**src/rtl/clk_div_bank_if.sv**
```systemverilog
// Configuration bus for clk_div_bank.
// Master drives channel writes; slave reports rejected writes.
interface clk_div_bank_if #(
    parameter int NCH  = 4,
    parameter int DIVW = 8
);
    localparam int CHW = (NCH > 1) ? $clog2(NCH) : 1;

    logic            cfg_we;
    logic [CHW-1:0]  cfg_ch;
    logic [DIVW-1:0] cfg_div;
    logic            cfg_en;
    logic            cfg_err;

    modport master (
        output cfg_we, cfg_ch, cfg_div, cfg_en,
        input  cfg_err
    );

    modport slave (
        input  cfg_we, cfg_ch, cfg_div, cfg_en,
        output cfg_err
    );
endinterface

```
**src/rtl/clk_div_bank.sv**
```systemverilog
// Multi-channel clock divider / enable generator on CLK10MHZ.
// Divisor changes take effect at period boundaries; sync_restart aligns all.
module clk_div_bank #(
    parameter int             NCH     = 4,
    parameter int             DIVW    = 8,
    parameter int             RST_DIV = 10,
    parameter logic [NCH-1:0] RST_EN  = NCH'(1)
) (
    input  logic             CLK10MHZ,
    input  logic             rst_n,
    clk_div_bank_if.slave    cfg,
    input  logic             sync_restart,
    output logic [NCH-1:0]   clk_out,
    output logic [NCH-1:0]   rise_stb,
    output logic [NCH-1:0]   fall_stb,
    output logic [NCH-1:0]   active,
    output logic [NCH-1:0]   pending
);
    typedef logic [DIVW-1:0] div_t;
    typedef logic [DIVW:0]   dwx_t;

    localparam div_t RST_N  = div_t'(RST_DIV);
    localparam div_t RST_HI = div_t'((RST_DIV + 1) / 2);

    logic [NCH-1:0]           run_q, pv_q, pe_q;
    logic [NCH-1:0][DIVW-1:0] n_q, cnt_q, pd_q;
    logic [NCH-1:0]           clk_q, rise_q, fall_q;
    logic                     err_q;

    logic [NCH-1:0]           run_d, pv_d, pe_d;
    logic [NCH-1:0][DIVW-1:0] n_d, cnt_d, pd_d;
    logic [NCH-1:0]           clk_d, rise_d, fall_d;

    logic [NCH-1:0]           acc, pvw, pew;
    logic [NCH-1:0][DIVW-1:0] pdw;
    logic [NCH-1:0][DIVW:0]   hi_d;
    logic                     in_rng, rej;

    // Next-state of every channel: write merge, start/stop, boundary, restart
    always_comb begin
        in_rng = 32'(cfg.cfg_ch) < NCH;
        rej    = cfg.cfg_we && in_rng && cfg.cfg_en &&
                 (cfg.cfg_div < div_t'(2));
        for (int i = 0; i < NCH; i++) begin
            acc[i] = cfg.cfg_we && in_rng && !rej &&
                     (32'(cfg.cfg_ch) == 32'(i));
            pvw[i] = acc[i] | pv_q[i];
            pew[i] = acc[i] ? cfg.cfg_en : pe_q[i];
            pdw[i] = acc[i] ? cfg.cfg_div : pd_q[i];

            run_d[i] = run_q[i];
            n_d[i]   = n_q[i];
            cnt_d[i] = cnt_q[i];
            pv_d[i]  = pvw[i];
            pe_d[i]  = pew[i];
            pd_d[i]  = pdw[i];

            if (!run_q[i]) begin
                cnt_d[i] = '0;
                if (pvw[i]) begin
                    pv_d[i] = 1'b0;
                    if (pew[i]) begin
                        run_d[i] = 1'b1;
                        n_d[i]   = pdw[i];
                    end
                end
            end else if (sync_restart ||
                         cnt_q[i] == n_q[i] - div_t'(1)) begin
                cnt_d[i] = '0;
                if (pvw[i]) begin
                    pv_d[i] = 1'b0;
                    if (pew[i]) n_d[i] = pdw[i];
                    else        run_d[i] = 1'b0;
                end
            end else begin
                cnt_d[i] = cnt_q[i] + div_t'(1);
            end

            hi_d[i]   = (dwx_t'(n_d[i]) + dwx_t'(1)) >> 1;
            clk_d[i]  = run_d[i] && (dwx_t'(cnt_d[i]) < hi_d[i]);
            rise_d[i] = run_d[i] &&
                        ((cnt_d[i] == n_d[i] - div_t'(1) &&
                          !(pv_d[i] && !pe_d[i])) ||
                         (sync_restart && run_q[i]));
            fall_d[i] = run_d[i] && !sync_restart &&
                        (dwx_t'(cnt_d[i]) == hi_d[i] - dwx_t'(1));
        end
    end

    // Channel state and registered outputs
    always_ff @(posedge CLK10MHZ or negedge rst_n) begin
        if (!rst_n) begin
            run_q  <= RST_EN;
            pv_q   <= '0;
            pe_q   <= '0;
            pd_q   <= '0;
            clk_q  <= '0;
            rise_q <= '0;
            fall_q <= '0;
            err_q  <= 1'b0;
            for (int i = 0; i < NCH; i++) begin
                n_q[i]   <= RST_N;
                cnt_q[i] <= RST_EN[i] ? RST_HI : '0;
            end
        end else begin
            run_q  <= run_d;
            pv_q   <= pv_d;
            pe_q   <= pe_d;
            pd_q   <= pd_d;
            n_q    <= n_d;
            cnt_q  <= cnt_d;
            clk_q  <= clk_d;
            rise_q <= rise_d;
            fall_q <= fall_d;
            err_q  <= rej;
        end
    end

    assign clk_out     = clk_q;
    assign rise_stb    = rise_q;
    assign fall_stb    = fall_q;
    assign active      = run_q;
    assign pending     = pv_q;
    assign cfg.cfg_err = err_q;
endmodule

```
**src/flat_wrapper.sv**
```systemverilog
// flat-port wrapper written by rule: the top's interface ports become plain ports
module clk_div_bank_flat 
#(
    parameter int             NCH     = 4,
    parameter int             DIVW    = 8,
    parameter int             RST_DIV = 10,
    parameter logic [NCH-1:0] RST_EN  = NCH'(1)
)
  (CLK10MHZ, rst_n, sync_restart, clk_out, rise_stb, fall_stb, active, pending, cfg_cfg_we, cfg_cfg_ch, cfg_cfg_div, cfg_cfg_en, cfg_cfg_err);
  clk_div_bank_if #(.NCH(NCH), .DIVW(DIVW)) cfg_i ();
  input  logic CLK10MHZ;
  input  logic rst_n;
  input  logic sync_restart;
  output logic [NCH-1:0] clk_out;
  output logic [NCH-1:0] rise_stb;
  output logic [NCH-1:0] fall_stb;
  output logic [NCH-1:0] active;
  output logic [NCH-1:0] pending;
  input wire logic [$bits(cfg_i.cfg_we)-1:0] cfg_cfg_we;
  input wire logic [$bits(cfg_i.cfg_ch)-1:0] cfg_cfg_ch;
  input wire logic [$bits(cfg_i.cfg_div)-1:0] cfg_cfg_div;
  input wire logic [$bits(cfg_i.cfg_en)-1:0] cfg_cfg_en;
  output wire logic [$bits(cfg_i.cfg_err)-1:0] cfg_cfg_err;
  assign cfg_i.cfg_we = cfg_cfg_we;
  assign cfg_i.cfg_ch = cfg_cfg_ch;
  assign cfg_i.cfg_div = cfg_cfg_div;
  assign cfg_i.cfg_en = cfg_cfg_en;
  assign cfg_cfg_err = cfg_i.cfg_err;
  clk_div_bank #(.NCH(NCH), .DIVW(DIVW), .RST_DIV(RST_DIV), .RST_EN(RST_EN)) u_core (.CLK10MHZ(CLK10MHZ), .rst_n(rst_n), .cfg(cfg_i), .sync_restart(sync_restart), .clk_out(clk_out), .rise_stb(rise_stb), .fall_stb(fall_stb), .active(active), .pending(pending));
endmodule
```
**config.mk**
```make
export PLATFORM = sky130hd
export DESIGN_NAME = clk_div_bank_flat
export DESIGN_NICKNAME = d
export VERILOG_FILES = /design/src/rtl/clk_div_bank_if.sv /design/src/rtl/clk_div_bank.sv /design/src/flat_wrapper.sv
export SDC_FILE = /design/constraint.sdc
export NUM_CORES = 1
export LEC_CHECK = 0
export CAP_MARGIN = 10
export CORE_MARGIN = 1.5
export CORE_UTILIZATION = 35
export CTS_CLUSTER_SIZE = 14
export DETAILED_ROUTE_END_ITERATION = 6
export SLEW_MARGIN = 10
export SYNTH_ARGS = -nofsm -noshare
export SYNTH_HDL_FRONTEND = slang
export SYNTH_SLANG_ARGS = --single-unit
```
**constraint.sdc**
```tcl
create_clock -name CLK10MHZ -period 16.1 [get_ports CLK10MHZ]
set_clock_uncertainty 0.1 [all_clocks]
set_input_delay 2.415 -clock CLK10MHZ [delete_from_list [all_inputs] [get_ports CLK10MHZ]]
set_output_delay 2.415 -clock CLK10MHZ [all_outputs]
set_load 0.005 [all_outputs]
```
Word-level counts from Yosys, hierarchy flattened:

Index checks and enable logic that the tools add are counted.

* flip-flop bits (word level): 121
* input bits: 15
* output and inout bits: 21
* word-level logic and storage cells: 177

* $add $sub $neg: 20
* $lt $le $gt $ge: 5
* equal/unequal tests: 15
* multiplexer cells: 60
* bitwise logic cells: 4
* reduce and logical (&&, ||, !) cells: 54

Operator list (count)
* 2-to-1 mux 8 bit: 28
* == test 8 bit: 8
* subtractor 8 x 1 -> 8 bit (second input constant): 8
* adder 8 x 1 -> 9 bit (second input constant): 4
* == test 8 x 9 -> 1 bit: 4
* subtractor 8 x 1 -> 9 bit (second input constant): 4
* logical AND 1 bit: 35
* adder 8 x 1 -> 8 bit (second input constant): 4
* < comparator 8 bit: 4
* 2-to-1 mux 1 bit: 32
* zero test 1 bit: 10
* logical OR 1 bit: 8
* < comparator 8 x 2 -> 1 bit (second input constant): 1
* == test 2 bit (second input constant): 2
* OR 1 bit: 4
* == test 2 x 1 -> 1 bit (second input constant): 1
* zero test 2 bit: 1

Logic depth before layout (Yosys ltp):

Gate-level depths: netlist of run 1.

* depth after elaboration: 15
* depth in mapped cells: 27
* mapped depth without buffers: 23

Worst setup path after synthesis of run 1:

No wires, ideal clock.

* path kind: input to register
* start: input cfg_cfg_div[6]
* end: register u_core.fall_q[2], in the netlist u_core.fall_stb[2]
* setup time: 126 ps
* data arrival time: 6685 ps
* data required time: 15874 ps
* setup slack: 9189 ps
* stages: 22
* buffers on the path: 5
* path through: buf_2 > nor4b_4 > a21oi_2 > o31a_1 > or3_1 > buf_6 > buf_2 > clkbuf_1 > nand2_1 > a21boi_0 > inv_1 > ha_1 > clkbuf_1 > xor2_1 > inv_1 > ha_1 > nand2_1 > mux2_2 > o21ai_0 > or3b_2 > o211ai_1 > nor4_2

RTL lines
* start: declaration: RTL line flat_wrapper.sv:21 `input wire logic [$bits(cfg_i.cfg_div)-1:0] cfg_cfg_div;`
* end signal: assignment: RTL line clk_div_bank.sv:114 `fall_q <= fall_d;`
* end: declaration: RTL line clk_div_bank.sv:27 `logic [NCH-1:0] clk_q, rise_q, fall_q;`

==> results.toml, run 1 <==
[sta]
hold_viol_final = 0
setup_viol = 0
fin_crit_sh_pct = 52.4
rsz0062_at_grt = "no"
slew_violations = 0
worst_pin_slew_ns = 0.980
period_minus_slack_ns = 8.44
tns_ns = 0
relSlewSlack_pct = 34.4
fmax_mhz = 119

[clock_network]
clk_pin_slew_ns = 0.06
cts_root_buffer = "clkbuf_16"
cts_tree = "done"
clkSinkCount = 121
cts_buffers = 17
clock_latency_ns = 0.43
cts_hold_buf = 0
post_cts_buffers = 0
cts_max_level = 4
cts-resized-gates = 0
clk_path_buf_depth = 2

[status]
status = "finished clean"

[floorplan]
die_h_microns = 179
num_rows = 64
die_w_microns = 179
design.core.area_sq_um = 30600
start_util_pct = 35.6
pin_count = 36
dieArea_sq_um = 32200

[setup_path]
cp.required_ns = 16.26
end_kind = "register"
path_cells = "clkdlybuf4s50_1 -> nor4_2 -> a211oi_4 -> buf_4 -> nand3b_1 -> a32o_1 -> nor2_2 -> a21oi_1 -> inv_1 -> ha_1 -> nand3_1 -> xnor2_1 -> nor2_1 -> o21ai_0 -> a221oi_2 -> nand3_1 -> or4b_1 -> a2111oi_0"
slowest_stage = "nor4_2"
critPathMaxFanout = 22
crit_arrival_ns = 8.59
slowest_delay_ns = 0.80
setup.worst_path.start_class = "input pin"
path_class = "input pin to register"
cp_common_cell = "nand3_1"

[synth]
yosysTopAreaCellShare_pct = 25.3
synthArstFlopShare_pct = 100
synth_edf_count = 0
postSynthAreaPerCell_sq_um = 8.39
seq_area_frac_synth_pct = 27.9
ys_types = 91
syn_area_sq_um = 10900
synth_fp_nets = 1362
ys_ff_latch = 121
synth_ff_type = "dfrtp_1"
synth.largest_area_cell = "dfrtp_1"
syn_inst = 1298
synth_warnings = 0
yosys-top-cells-area = "dfrtp_1, xnor2_1, ha_1, mux2i_1, xor2_1"

[layout]
nFillCells = 3119
diodes = 0
area_delta_synth_final_pct = 12.0
nNetsFinal = 1363
final_util_pct = 39.9
drive_gt1_share_pct = 8.00

[placement]
place_hpwl_microns = 23400
port_buffers = 35
gp_congestion = 0.906

[power_and_ir_drop]
p_leak_nw = 4.84
p_sw_uw = 994
comb_power_share_pct = 55.4
internal_power_mw = 1.18
power_switching_share_pct = 45.7
clkPwrFrac_pct = 19.7
ir_drop_v = 0.000135
p_per_area_nw_per_um2 = 178
pwr-share-seq_pct = 24.9
power_mw = 2.18

[route]
drtIter0Drc = 747
ant_nets = 0
vias = 9706
wl_per_cell_microns = 18.2
via_per_inst = 5.68
wl_met1_microns = 14300
wl_met2_microns = 14400
drc = 0
wl_met3_microns = 1530
highest_layer = "met4"
drtPass1Iterations = 5
routed_wl_microns = 31100

[global_route]
grt-ovfl-total = 0
grt_first_pass_wirelength_microns = 51400
grt_pass1_vias = 9425
grt_max_degree = 70
grt_usage_pct = 19.5
antenna_found_initial = 0

[run]
cap_violations = 0

[hold_path]
min_path_type = "register to register"
[per-stage QoR]
stage          hold slack, ns  instances  cell area [sq um]  setup WS (ns)
5_1_grt                 0.428       1708              12200           7.17
3_5_place_dp            0.401       1676              11500           7.30
3_3_place_gp            0.388       1676              11500           7.34
4_1_cts                 0.412       1708              12200           7.74
2_1_floorplan           0.365       1298              10900           9.19
6_report                0.410       1708              12200           7.66
[worst max-delay path, delay by kind of cell]
family          cells  cell delay, ns
simple gates        7            2.42
fa+ha+maj           1            0.50
buf+inv             3            1.24
xor+xnor            1            0.20
compound gates      6            1.79
[power by group through the flow]
stage / clock, mW / combinational [mW] / sequential, mW
final: 0.429 / 1.21 / 0.541
after global routing: 0.449 / 1.34 / 0.556
after CTS: 0.435 / 1.20 / 0.536
after detailed placement: 0 / 1.19 / 0.540
after global placement: 0 / 1.18 / 0.541
after floorplan: 0 / 0.993 / 0.446
[registers in the layout (all words and copies together), names as in the netlist]
signal / flops
u_core.pe_q: 4
u_core.pending: 4
u_core.clk_out: 4
u_core.active: 4
u_core.rise_stb: 4
u_core.n_q: 32
u_core.fall_stb: 4
u_core.pd_q: 32
u_core.cnt_q: 32
u_core.cfg.cfg_err: 1
[layer usage]
layer / up-vias / track usage [%]
met2: 312 / 31.6
li1: 4641 / -
met3: 59 / 2.96
met4: 0 / 6.60
met5: - / 0
met1: 4694 / 26.5
[logic make-up after synthesis]
logic type	synth area share, %
buffers and inverters	5.48
xor gates and xnor gates	13.7
DFF	27.9
muxes	7.92
AOI/OAI and AO/OA	17.1
and+or+nand+nor	22.2
adders and majority gates	5.72
[worst paths after layout]
check                                     end           start  cells past startpoint  slack (ns)
setup / recovery           u_core.fall_stb[1]  cfg_cfg_div[3]                     18        7.66
hold / removal                 u_core.pe_q[0]  u_core.pe_q[0]                      2        0.41
setup reg to reg            u_core.clk_out[3]  u_core.n_q[24]                     23        9.84
hold reg to reg                u_core.pe_q[0]  u_core.pe_q[0]                      2        0.41
max in group asynchronous  u_core.cfg.cfg_err           rst_n                      2       12.76
min in group asynchronous    u_core.cnt_q[21]           rst_n                      1        1.83
[placed cells by master (no fill, tap or decap), drive strengths merged, types with 7 or more instances in the layout]
master,n
xor2,64
a211oi,18
nand4,20
nor2b,16
nor4,18
and2,14
o31ai,7
nand2,82
dfrtp,110
nor3,47
nor2,109
o211ai,10
or2,7
a31oi,18
a21o,11
xnor2,105
buf,8
dfstp,11
mux2,25
ha,49
o21ai,62
clkdlybuf4s50,34
inv,85
nand2b,18
or3,12
mux2i,58
o21a,13
clkbuf,21
and3,14
nand3,73
a21oi,55
[synth_stat cells, types with 16 or more instances]
cell / count
mux2i_1: 58
nor2b_1: 16
nand3_1: 73
nand2b_1: 18
nor3_1: 47
xor2_1: 63
clkbuf_1: 39
dfrtp_1: 110
nand2_1: 82
xnor2_1: 105
a31oi_1: 18
a211oi_1: 17
nor2_1: 107
ha_1: 49
nand4_1: 20
a21oi_1: 52
o21ai_0: 56
mux2_2: 25
inv_1: 85
[area by class of cell]
cell class	instances	area, sq um	share of cell area [%]
repair buffers	42	404	3.31
well taps	396	495	4.06
clock buffers	21	460	3.78
clock inverters	11	194	1.59
multi-input cells	1031	7280	59.7
flip-flops and latches	121	3040	24.9
inverters	86	323	2.65
Note: power is estimated with default switching activity, not from simulation.
==> inputs of run 2 (changes only) <==
- clock period: 16.1 -> 7.65 ns (I/O delays scaled with it)
==> results.toml, run 2 (synthesis results as in run 1) <==
[route]
wl_per_cell_microns = 18.5
routed_wl_microns = 31800
ant_nets = 0
drc = 0
drtIter0Drc = 840
vias = 9720
drtPass1Iterations = 5
via_per_inst = 5.65

[setup_path]
path_buf_inv = 3
critPathMaxFanout = 21
setup.worst_path.start_class = "input pin"
cp_common_cell = "a21oi_1"
path_class = "input pin to register"
slowest_stage = "clkdlybuf4s50_1"
end_kind = "register"
path_cells = "clkdlybuf4s50_1 -> nor4b_4 -> a211oi_4 -> buf_4 -> nand2_1 -> a32o_1 -> nor2_2 -> a21oi_1 -> inv_1 -> ha_1 -> nand3_1 -> nor3_1 -> xnor2_1 -> a21oi_1 -> a21oi_1 -> nand3_1 -> or4b_1 -> a2111oi_0"
path_delay_family = "simple AND/OR/NAND/NOR gates"
cp.required_ns = 7.84
crit_arrival_ns = 6.58
slowest_delay_ns = 0.82

[sta]
worst_pin_slew_ns = 0.981
fin_hold_ws_ns = 0.416
tns_ns = 0
relSlewSlack_pct = 34.3
hold_viol_final = 0
slew_violations = 0
rsz0062_at_grt = "no"
fin_crit_sh_pct = 83.5
period_minus_slack_ns = 6.39
setup_viol = 0
fmax_mhz = 157

[clock_network]
post_cts_buffers = 0
cts_tree = "done"
clk_path_buf_depth = 2
cts-resized-gates = 0
cts_hold_buf = 0
cts_max_level = 4
cts_root_buffer = "clkbuf_16"
clock_latency_ns = 0.43
cts_buffers = 17
clk_pin_slew_ns = 0.06
clkSinkCount = 121

[placement]
gp_congestion = 0.937
place_hpwl_microns = 23800
port_buffers = 35

[floorplan]
start_util_pct = 35.6
die_w_microns = 179
die_h_microns = 179
design.core.area_sq_um = 30600
num_rows = 64
pin_count = 36
dieArea_sq_um = 32200

[layout]
nNetsFinal = 1374
layout_commonest_cell = "dfrtp_1"
area_delta_synth_final_pct = 12.7
largestRegisters = "u_core.cnt_q x32, u_core.n_q x32, u_core.pd_q x32"
drive_gt1_share_pct = 8.92
diodes = 0
final_cell_mix = "dfrtp_1, nor2_1, xnor2_1"
nFillCells = 3039

[global_route]
grt_max_degree = 71
antenna_found_initial = 0
grt_usage_pct = 19.6
grt_pass1_vias = 9290
grt_first_pass_wirelength_microns = 51100
grt-ovfl-total = 0

[power_and_ir_drop]
p_per_area_nw_per_um2 = 376
p_leak_nw = 4.89
ir_drop_v = 0.000186

[run]
cap_violations = 0

[hold_path]
min_path_type = "register to register"

[status]
status = "finished clean"
==> run 2: report_power, final <==
group | internal [mW] | switching (mW)
Sequential | 0.819 | 0.319
Combinational | 1.08 | 1.49
Clock | 0.576 | 0.336
Total | 2.47 | 2.14
==> run 2: layer usage <==
metal	routed length, microns	global-route usage (%)
met5	0	0
met2	14900	31.9
met4	528	5.40
met3	1490	2.37
met1	14900	27.5
==> run 2: worst paths after layout <==
kind,from,cells after the start,endpoint,slack (ns)
setup / recovery,cfg_cfg_div[6],18,u_core.fall_stb[1],1.26
min in group asynchronous,rst_n,1,u_core.cnt_q[22],0.57
max in group asynchronous,rst_n,2,u_core.pd_q[3],5.58
hold reg to reg,u_core.pe_q[0],2,u_core.pe_q[0],0.42
setup reg to reg,u_core.n_q[24],22,u_core.clk_out[3],1.84
hold / removal,u_core.pe_q[0],2,u_core.pe_q[0],0.42
==> run 2: area by class of cell <==
class | instances | area (sq um) | share of cell area (%)
Multi-Input combinational cell | 1031 | 7280 | 59.3
Sequential cell | 121 | 3040 | 24.8
Clock inverter | 12 | 184 | 1.50
Tap cell | 396 | 495 | 4.04
Timing Repair Buffer | 53 | 487 | 3.96
Inverter | 86 | 323 | 2.63
Clock buffer | 20 | 467 | 3.80
==> run 2: worst min-delay path: stages (launching register included) <==
cell and delay [ns]:
dfrtp_1 0.34, mux2i_1 0.07, inv_1 0.07
==> run 2: through the flow <==
step                      power (mW)  cell area (sq um)  worst slack (ns)  util (%)  cells
after floorplan                 3.03              10900              2.01         -   1298
after global placement          3.63              11600              1.03      38.0   1687
after detailed placement        3.67              11600             0.897      38.0   1687
after CTS                       4.60              12300              1.36      40.1   1719
after global routing            4.96              12300             0.831      40.1   1719
final                           4.61              12300              1.26      40.1   1719
